**config.mk**
```make
export PLATFORM = sky130hd
export DESIGN_NAME = alu_arbiter_flat
export DESIGN_NICKNAME = d
export VERILOG_FILES = /design/src/rtl/alu_pkg.sv /design/src/rtl/alu_arbiter_if.sv /design/src/rtl/alu_arbiter_rr_arb2.sv /design/src/rtl/alu_arbiter.sv /design/src/flat_wrapper.sv
export SDC_FILE = /design/constraint.sdc
export NUM_CORES = 1
export LEC_CHECK = 0
export ABC_AREA = 1
export CORE_MARGIN = 2
export CORE_UTILIZATION = 35
export CTS_BUF_LIST = sky130_fd_sc_hd__clkbuf_16
export DETAILED_ROUTE_END_ITERATION = 8
export GPL_TIMING_DRIVEN = 0
export PLACE_DENSITY = 0.8
export SLEW_MARGIN = 20
export SYNTH_ARGS = -nofsm -noshare
export SYNTH_HDL_FRONTEND = slang
export SYNTH_HIERARCHICAL = 1
export SYNTH_SLANG_ARGS = --single-unit
```
**constraint.sdc**
```tcl
create_clock -name clk -period 4.6 [get_ports clk]
set_clock_uncertainty 0.1 [all_clocks]
set_input_delay 1.38 -clock clk [delete_from_list [all_inputs] [get_ports clk]]
set_output_delay 1.38 -clock clk [all_outputs]
set_load 0.01 [all_outputs]
```
**src/rtl/alu_pkg.sv**
```systemverilog
// Shared definitions for the two-client ALU arbiter: widths, opcodes, FSM states.
package alu_pkg;

   localparam int W       = 8;
   localparam int NUM_REQ = 2;

   // Opcode encoding understood by the shared ALU.
   typedef enum logic [2:0] {
      ALU_ADD = 3'd0,
      ALU_SUB = 3'd1,
      ALU_AND = 3'd2,
      ALU_OR  = 3'd3,
      ALU_XOR = 3'd4,
      ALU_NOT = 3'd5,
      ALU_SHR = 3'd6,
      ALU_SHL = 3'd7
   } alu_op_e;

   // Sequencer states: accept, let the ALU settle, capture, hand back.
   typedef enum logic [1:0] {
      IDLE = 2'd0,
      EXEC = 2'd1,
      CAPT = 2'd2,
      RESP = 2'd3
   } state_e;

   // One-hot form of a requester index.
   function automatic logic [NUM_REQ-1:0] grant_onehot(input logic g);
      return g ? 2'b10 : 2'b01;
   endfunction

endpackage

```
**src/rtl/alu_arbiter_if.sv**
```systemverilog
// Request/response and ALU-side signal bundle of the arbiter.
interface alu_arbiter_if;
   import alu_pkg::*;

   logic [NUM_REQ-1:0]          req_valid;
   logic [NUM_REQ-1:0]          req_ready;
   logic [NUM_REQ-1:0][2:0]     req_op;
   logic [NUM_REQ-1:0][W-1:0]   req_a;
   logic [NUM_REQ-1:0][W-1:0]   req_b;
   logic [NUM_REQ-1:0]          resp_valid;
   logic [NUM_REQ-1:0]          resp_ready;
   logic [W-1:0]                resp_data;
   logic                        resp_cy;
   logic                        resp_zero;
   logic [2:0]                  alu_ctrl;
   logic [W-1:0]                alu_a;
   logic [W-1:0]                alu_b;
   logic [W-1:0]                alu_out;
   logic                        alu_cy;
   logic                        alu_zero;

   // Arbiter side.
   modport slave (
      input  req_valid, req_op, req_a, req_b, resp_ready, alu_out, alu_cy, alu_zero,
      output req_ready, resp_valid, resp_data, resp_cy, resp_zero, alu_ctrl, alu_a, alu_b
   );

   // Clients plus ALU side.
   modport master (
      output req_valid, req_op, req_a, req_b, resp_ready, alu_out, alu_cy, alu_zero,
      input  req_ready, resp_valid, resp_data, resp_cy, resp_zero, alu_ctrl, alu_a, alu_b
   );

endinterface

```
**src/rtl/alu_arbiter_rr_arb2.sv**
```systemverilog
// Combinational two-way round-robin picker.
module rr_arb2 (
   input  logic [1:0] valid_i,
   input  logic       last_grant_i,
   output logic       grant_o,
   output logic       grant_valid_o
);

   // A lone requester wins outright; on a tie the one not served last wins.
   always_comb begin
      grant_valid_o = |valid_i;
      if (valid_i == 2'b11) grant_o = ~last_grant_i;
      else                  grant_o = valid_i[1];
   end

endmodule

```
**src/rtl/alu_arbiter.sv**
```systemverilog
// Round-robin sequencer sharing one combinational ALU between two clients.
module alu_arbiter
   import alu_pkg::*;
(
   input  logic          clk,
   input  logic          reset,
   alu_arbiter_if.slave  bus
);

   state_e       state_q, state_d;
   logic         gnt_q, gnt_d;
   logic         last_q, last_d;
   logic [2:0]   op_q, op_d;
   logic [W-1:0] a_q, a_d;
   logic [W-1:0] b_q, b_d;
   logic [W-1:0] res_q, res_d;
   logic         cy_q, cy_d;
   logic         zero_q, zero_d;

   logic         pick;
   logic         pick_valid;

   rr_arb2 u_rr_arb2 (
      .valid_i       (bus.req_valid),
      .last_grant_i  (last_q),
      .grant_o       (pick),
      .grant_valid_o (pick_valid)
   );

   // Next-state, handshake outputs and register updates for each FSM state.
   always_comb begin
      // NOTE: every signal written here gets a default first, so no path leaves one unassigned and no latch is inferred.
      state_d        = state_q;
      gnt_d          = gnt_q;
      last_d         = last_q;
      op_d           = op_q;
      a_d            = a_q;
      b_d            = b_q;
      res_d          = res_q;
      cy_d           = cy_q;
      zero_d         = zero_q;
      bus.req_ready  = '0;
      bus.resp_valid = '0;
      case (state_q)
         IDLE: begin
            if (pick_valid) begin
               bus.req_ready = grant_onehot(pick);
               gnt_d         = pick;
               op_d          = bus.req_op[pick];
               a_d           = bus.req_a[pick];
               b_d           = bus.req_b[pick];
               state_d       = EXEC;
            end
         end
         EXEC: state_d = CAPT;
         CAPT: begin
            res_d   = bus.alu_out;
            cy_d    = bus.alu_cy;
            zero_d  = bus.alu_zero;
            state_d = RESP;
         end
         RESP: begin
            bus.resp_valid = grant_onehot(gnt_q);
            if (bus.resp_ready[gnt_q]) begin
               last_d  = gnt_q;
               state_d = IDLE;
            end
         end
         default: state_d = IDLE;
      endcase
   end

   // State, operand and result registers.
   always_ff @(posedge clk or posedge reset) begin
      // NOTE: every register, datapath included, is reset so the ALU and response outputs are defined from the first cycle.
      if (reset) begin
         state_q <= IDLE;
         gnt_q   <= 1'b0;
         last_q  <= 1'b1;
         op_q    <= '0;
         a_q     <= '0;
         b_q     <= '0;
         res_q   <= '0;
         cy_q    <= 1'b0;
         zero_q  <= 1'b0;
      end else begin
         // NOTE: non-blocking assignments keep all registers updating from the same pre-edge values.
         state_q <= state_d;
         gnt_q   <= gnt_d;
         last_q  <= last_d;
         op_q    <= op_d;
         a_q     <= a_d;
         b_q     <= b_d;
         res_q   <= res_d;
         cy_q    <= cy_d;
         zero_q  <= zero_d;
      end
   end

   assign bus.alu_ctrl  = op_q;
   assign bus.alu_a     = a_q;
   assign bus.alu_b     = b_q;
   assign bus.resp_data = res_q;
   assign bus.resp_cy   = cy_q;
   assign bus.resp_zero = zero_q;

endmodule

```
**src/flat_wrapper.sv**
```systemverilog
// flat-port wrapper written by rule: the top's interface ports become plain ports
module alu_arbiter_flat import alu_pkg::*;
  (clk, reset, bus_req_valid, bus_req_op, bus_req_a, bus_req_b, bus_resp_ready, bus_alu_out, bus_alu_cy, bus_alu_zero, bus_req_ready, bus_resp_valid, bus_resp_data, bus_resp_cy, bus_resp_zero, bus_alu_ctrl, bus_alu_a, bus_alu_b);
  alu_arbiter_if bus_i ();
  input  logic clk;
  input  logic reset;
  input wire logic [$bits(bus_i.req_valid)-1:0] bus_req_valid;
  input wire logic [$bits(bus_i.req_op)-1:0] bus_req_op;
  input wire logic [$bits(bus_i.req_a)-1:0] bus_req_a;
  input wire logic [$bits(bus_i.req_b)-1:0] bus_req_b;
  input wire logic [$bits(bus_i.resp_ready)-1:0] bus_resp_ready;
  input wire logic [$bits(bus_i.alu_out)-1:0] bus_alu_out;
  input wire logic [$bits(bus_i.alu_cy)-1:0] bus_alu_cy;
  input wire logic [$bits(bus_i.alu_zero)-1:0] bus_alu_zero;
  output wire logic [$bits(bus_i.req_ready)-1:0] bus_req_ready;
  output wire logic [$bits(bus_i.resp_valid)-1:0] bus_resp_valid;
  output wire logic [$bits(bus_i.resp_data)-1:0] bus_resp_data;
  output wire logic [$bits(bus_i.resp_cy)-1:0] bus_resp_cy;
  output wire logic [$bits(bus_i.resp_zero)-1:0] bus_resp_zero;
  output wire logic [$bits(bus_i.alu_ctrl)-1:0] bus_alu_ctrl;
  output wire logic [$bits(bus_i.alu_a)-1:0] bus_alu_a;
  output wire logic [$bits(bus_i.alu_b)-1:0] bus_alu_b;
  assign bus_i.req_valid = bus_req_valid;
  assign bus_i.req_op = bus_req_op;
  assign bus_i.req_a = bus_req_a;
  assign bus_i.req_b = bus_req_b;
  assign bus_i.resp_ready = bus_resp_ready;
  assign bus_i.alu_out = bus_alu_out;
  assign bus_i.alu_cy = bus_alu_cy;
  assign bus_i.alu_zero = bus_alu_zero;
  assign bus_req_ready = bus_i.req_ready;
  assign bus_resp_valid = bus_i.resp_valid;
  assign bus_resp_data = bus_i.resp_data;
  assign bus_resp_cy = bus_i.resp_cy;
  assign bus_resp_zero = bus_i.resp_zero;
  assign bus_alu_ctrl = bus_i.alu_ctrl;
  assign bus_alu_a = bus_i.alu_a;
  assign bus_alu_b = bus_i.alu_b;
  alu_arbiter u_core (.clk(clk), .reset(reset), .bus(bus_i));
endmodule
```
==> reports/results.tsv <==
stage	metric	value	unit
global_route	Total GRT Usage	0.176	
die	Core Footprint	4090	sq um
worst_setup_path	critical-path cell list	clkdlybuf4s50_1 -> or2_1 -> nand2_2 -> nor2_1 -> clkdlybuf4s50_1	
clocking	Clock transition at path regs	0.05	ns
timing	measured slew at the worst slew-check pin	0.690	ns
global_route	first-pass GRT wire length	7.00	mm
worst_setup_path	reg2reg end	u_core/bus.alu_b[0]$_DFFE_PP0P_	
worst_setup_path	most frequent CP cell	clkdlybuf4s50_1	
timing	crit share post-route	0.935	
clocking	CTS Sinks	33	
detailed_routing	Initial DRT Pass Iterations	4	
detailed_routing	final WL	4.12	mm
clocking	Root Buffer	clkbuf_16	
synth	Synth Area per Inst	8.27	sq um
placed_design	placed inst area	2440	sq um
timing	Final setup viols	0	
pwr	pwr dens	632	nW/um^2
detailed_routing	Routed WL per cell	12.6	microns
worst_setup_path	Reg2Reg Setup Slack	3.11	ns
pwr	Sw Pwr	581	uW
worst_setup_path	R2R Path Start	u_core/state_q[0]$_DFFE_PP0P_	
global_route	number of global-route vias before repair	1541	
die	initial core utilization	0.372	
pwr	Gate power share	0.495	
final_layout	Antenna Cells	0	
worst_setup_path	CP max FO	4	
clocking	clock buffer count from CTS	5	
pwr	sw frac	0.355	
pwr	Tot Pwr	1640	uW
synth	Ys Warns	6	
synth	Post-Syn Nets	242	
worst_setup_path	Worst EP arrival	2.82	ns
global_route	antenna violations before repair	0	
pwr	Sequential Power Share	0.319	
final_layout	cell area after layout	2590	sq um
die	FP Rows	23	
timing	Final Max Slew Viols	0	
run	Max-Cap Viols	0	
synth	Cell Area, Synth	1520	sq um
global_route	pin count of the biggest net entering global routing	34	
detailed_routing	remaining antenna violation count	0	
timing	RSZ-0062 raised after global routing	no	
synth	Mapped Cells	184	
synth	synth unique cells	18	
final_layout	share of cells above drive strength 1	0.0827	
min_path	Worst Hold Depth	2	
final_layout	Area Overhead vs Synth	70.3	%
worst_setup_path	nature of the critical path startpoint	input pin	
placed_design	Port Buffers	86	
timing	Hold Fails Final Rpt	0	
synth	sequential area share after synthesis	0.544	
worst_setup_path	critical path's largest stage delay	0.56	ns
min_path	Worst Hold Class	reg2reg	
worst_setup_path	Setup crit start	bus_req_valid[0]	
worst_setup_path	WS Path Type	in2out	
global_route	GRT overflow	0	
detailed_routing	starting DRC count in detailed routing	108	
pwr	Pint	1060	uW
worst_setup_path	FF-to-FF path depth	7	
timing	minimum clock period	4.30	ns
clocking	Max clock buf depth	2	
final_layout	most common cell after layout, fill and taps aside	clkdlybuf4s50_1	
final_layout	Fillers	378	
worst_setup_path	critical path endpoint category	output pin	
clocking	worst-skew pair later-pin latency	0.27	ns
worst_setup_path	critical path data required time	3.12	ns
detailed_routing	vias per cell	4.81	
detailed_routing	via count	1579	
die	Die H	69.9	microns
die	die width	69.9	microns
pwr	Clk pwr share	0.186	
pwr	leakage	0.00119	uW
final_layout	Layout Nets	335	
die	Die Footprint	4890	sq um
placed_design	RePlAce Congestion	0.733	
clocking	TritonCTS clock tree	built	
pwr	worst vdd ir	0.000278	V
clocking	Post-CTS Setup Bufs	0	
placed_design	DP HPWL	2.95	mm
detailed_routing	DRC	0	
timing	f_max	0.233	GHz
synth	share of the synthesized area in the top cell type	0.526	
worst_setup_path	slowest cell on the critical path	clkdlybuf4s50_1	
final_layout	commonest cells after routing, fill and taps aside	clkdlybuf4s50_1, nand2_1, a21oi_1	
worst_setup_path	end point of the critical path	bus_req_ready[0]	
clocking	H-tree Lvls	2	
synth	area leader, netlist	dfrtp_1	
synth	largest cells by area after synthesis	dfrtp_1, nand2_1, a21oi_1	
synth	number of synthesized register bits	33	
timing	relative slew slack	0.539	
run_status	status	complete, no violations	
die	I/O pin count	87	
[power groups by stage]
stage,registers [uW],clock network (uW),logic (uW)
after detailed placement,523,0,815
after global placement,520,0,799
after CTS,522,314,820
after floorplan,582,0,345
final,522,305,811
after global routing,542,326,894
[state kept, by name, indices dropped and copies added, names as in the netlist]
register and cells:
u_core/state_q 2, u_core/bus.alu_ctrl 3, u_core/bus.alu_b 8, u_core/gnt_q 1, u_core/bus.resp_data 8, u_core/bus.resp_zero 1
u_core/last_q 1, u_core/bus.resp_cy 1, u_core/bus.alu_a 8
[metrics by stage]
stage	hold slack [ns]	worst slack (ns)	std cells	setup TNS, ns	util
2_1_floorplan	0.369	1.05	184	0	-
3_3_place_gp	0.355	-0.0298	320	-0.0298	0.598
3_5_place_dp	0.359	-0.0475	320	-0.0475	0.598
4_1_cts	0.371	0.00441	328	0	0.633
5_1_grt	0.389	0.240	328	0	0.634
6_report	0.367	0.301	328	0	0.634
[Yosys cell counts (all sizes together)]
library cell	number
nand2	60
dfrtp	32
o21ai	2
ha	4
dfstp	1
nor2	22
a21oi	40
nand3	3
inv	10
buf	7
clkinv	1
or2	2
[cells by family (layout without fill, tap and decap cells)]
family,after synthesis,after routing,share of synthesized area
adders and majority gates,4,4,0.0329
DFF,33,33,0.544
buffers and inverters,18,112,0.0559
and+or+nand+nor,87,87,0.222
AOI/OAI and AO/OA,42,42,0.146
[how the worst min path moves through the flow]
stage               slack (ns)                                 from                                   to
floorplan                 0.37        u_core/state_q[0]$_DFFE_PP0P_        u_core/state_q[0]$_DFFE_PP0P_
global placement          0.35  u_core/bus.resp_data[3]$_DFFE_PP0N_  u_core/bus.resp_data[3]$_DFFE_PP0N_
detailed placement        0.36  u_core/bus.resp_data[0]$_DFFE_PP0N_  u_core/bus.resp_data[0]$_DFFE_PP0N_
CTS                       0.37  u_core/bus.resp_data[0]$_DFFE_PP0N_  u_core/bus.resp_data[0]$_DFFE_PP0N_
global route              0.39     u_core/bus.resp_zero$_DFFE_PP0N_     u_core/bus.resp_zero$_DFFE_PP0N_
finish                    0.37  u_core/bus.resp_data[7]$_DFFE_PP0N_  u_core/bus.resp_data[7]$_DFFE_PP0N_
[what timing repair did]
| action | CTS | global route |
|---|---|---|
| setup endpoints to repair | 1 | 1 |
| hold buffers | 0 | 0 |
| gates resized for setup | 1 | 2 |
[routing by layer]
metal	vias to the layer above	global-route usage	routed length (microns)	part of all wire
li1	775	-	-	-
met1	734	0.221	1730	0.42
met2	66	0.302	2050	0.50
met3	4	0.0491	324	0.079
met4	0	0.0385	16	0.0039
met5	-	0	0	0
[worst max-delay path: cells and delay by family]
kind,cells,cell delay [ns]
buffers and inverters,2,1.05
AND/OR/NAND/NOR,3,0.39
[area by class of cell]
class                           instances  area, sq um  area share
Clock buffer                            5          125      0.0483
Tap cell                               50         62.6      0.0241
Buffer                                  7         46.3      0.0179
Timing Repair Buffer                   86          863       0.333
Sequential cell                        33          827       0.319
Inverter                               11         41.3      0.0159
Clock inverter                          3         12.5     0.00483
Multi-Input combinational cell        133          613       0.237
Note: power is estimated with default switching activity, not from simulation.
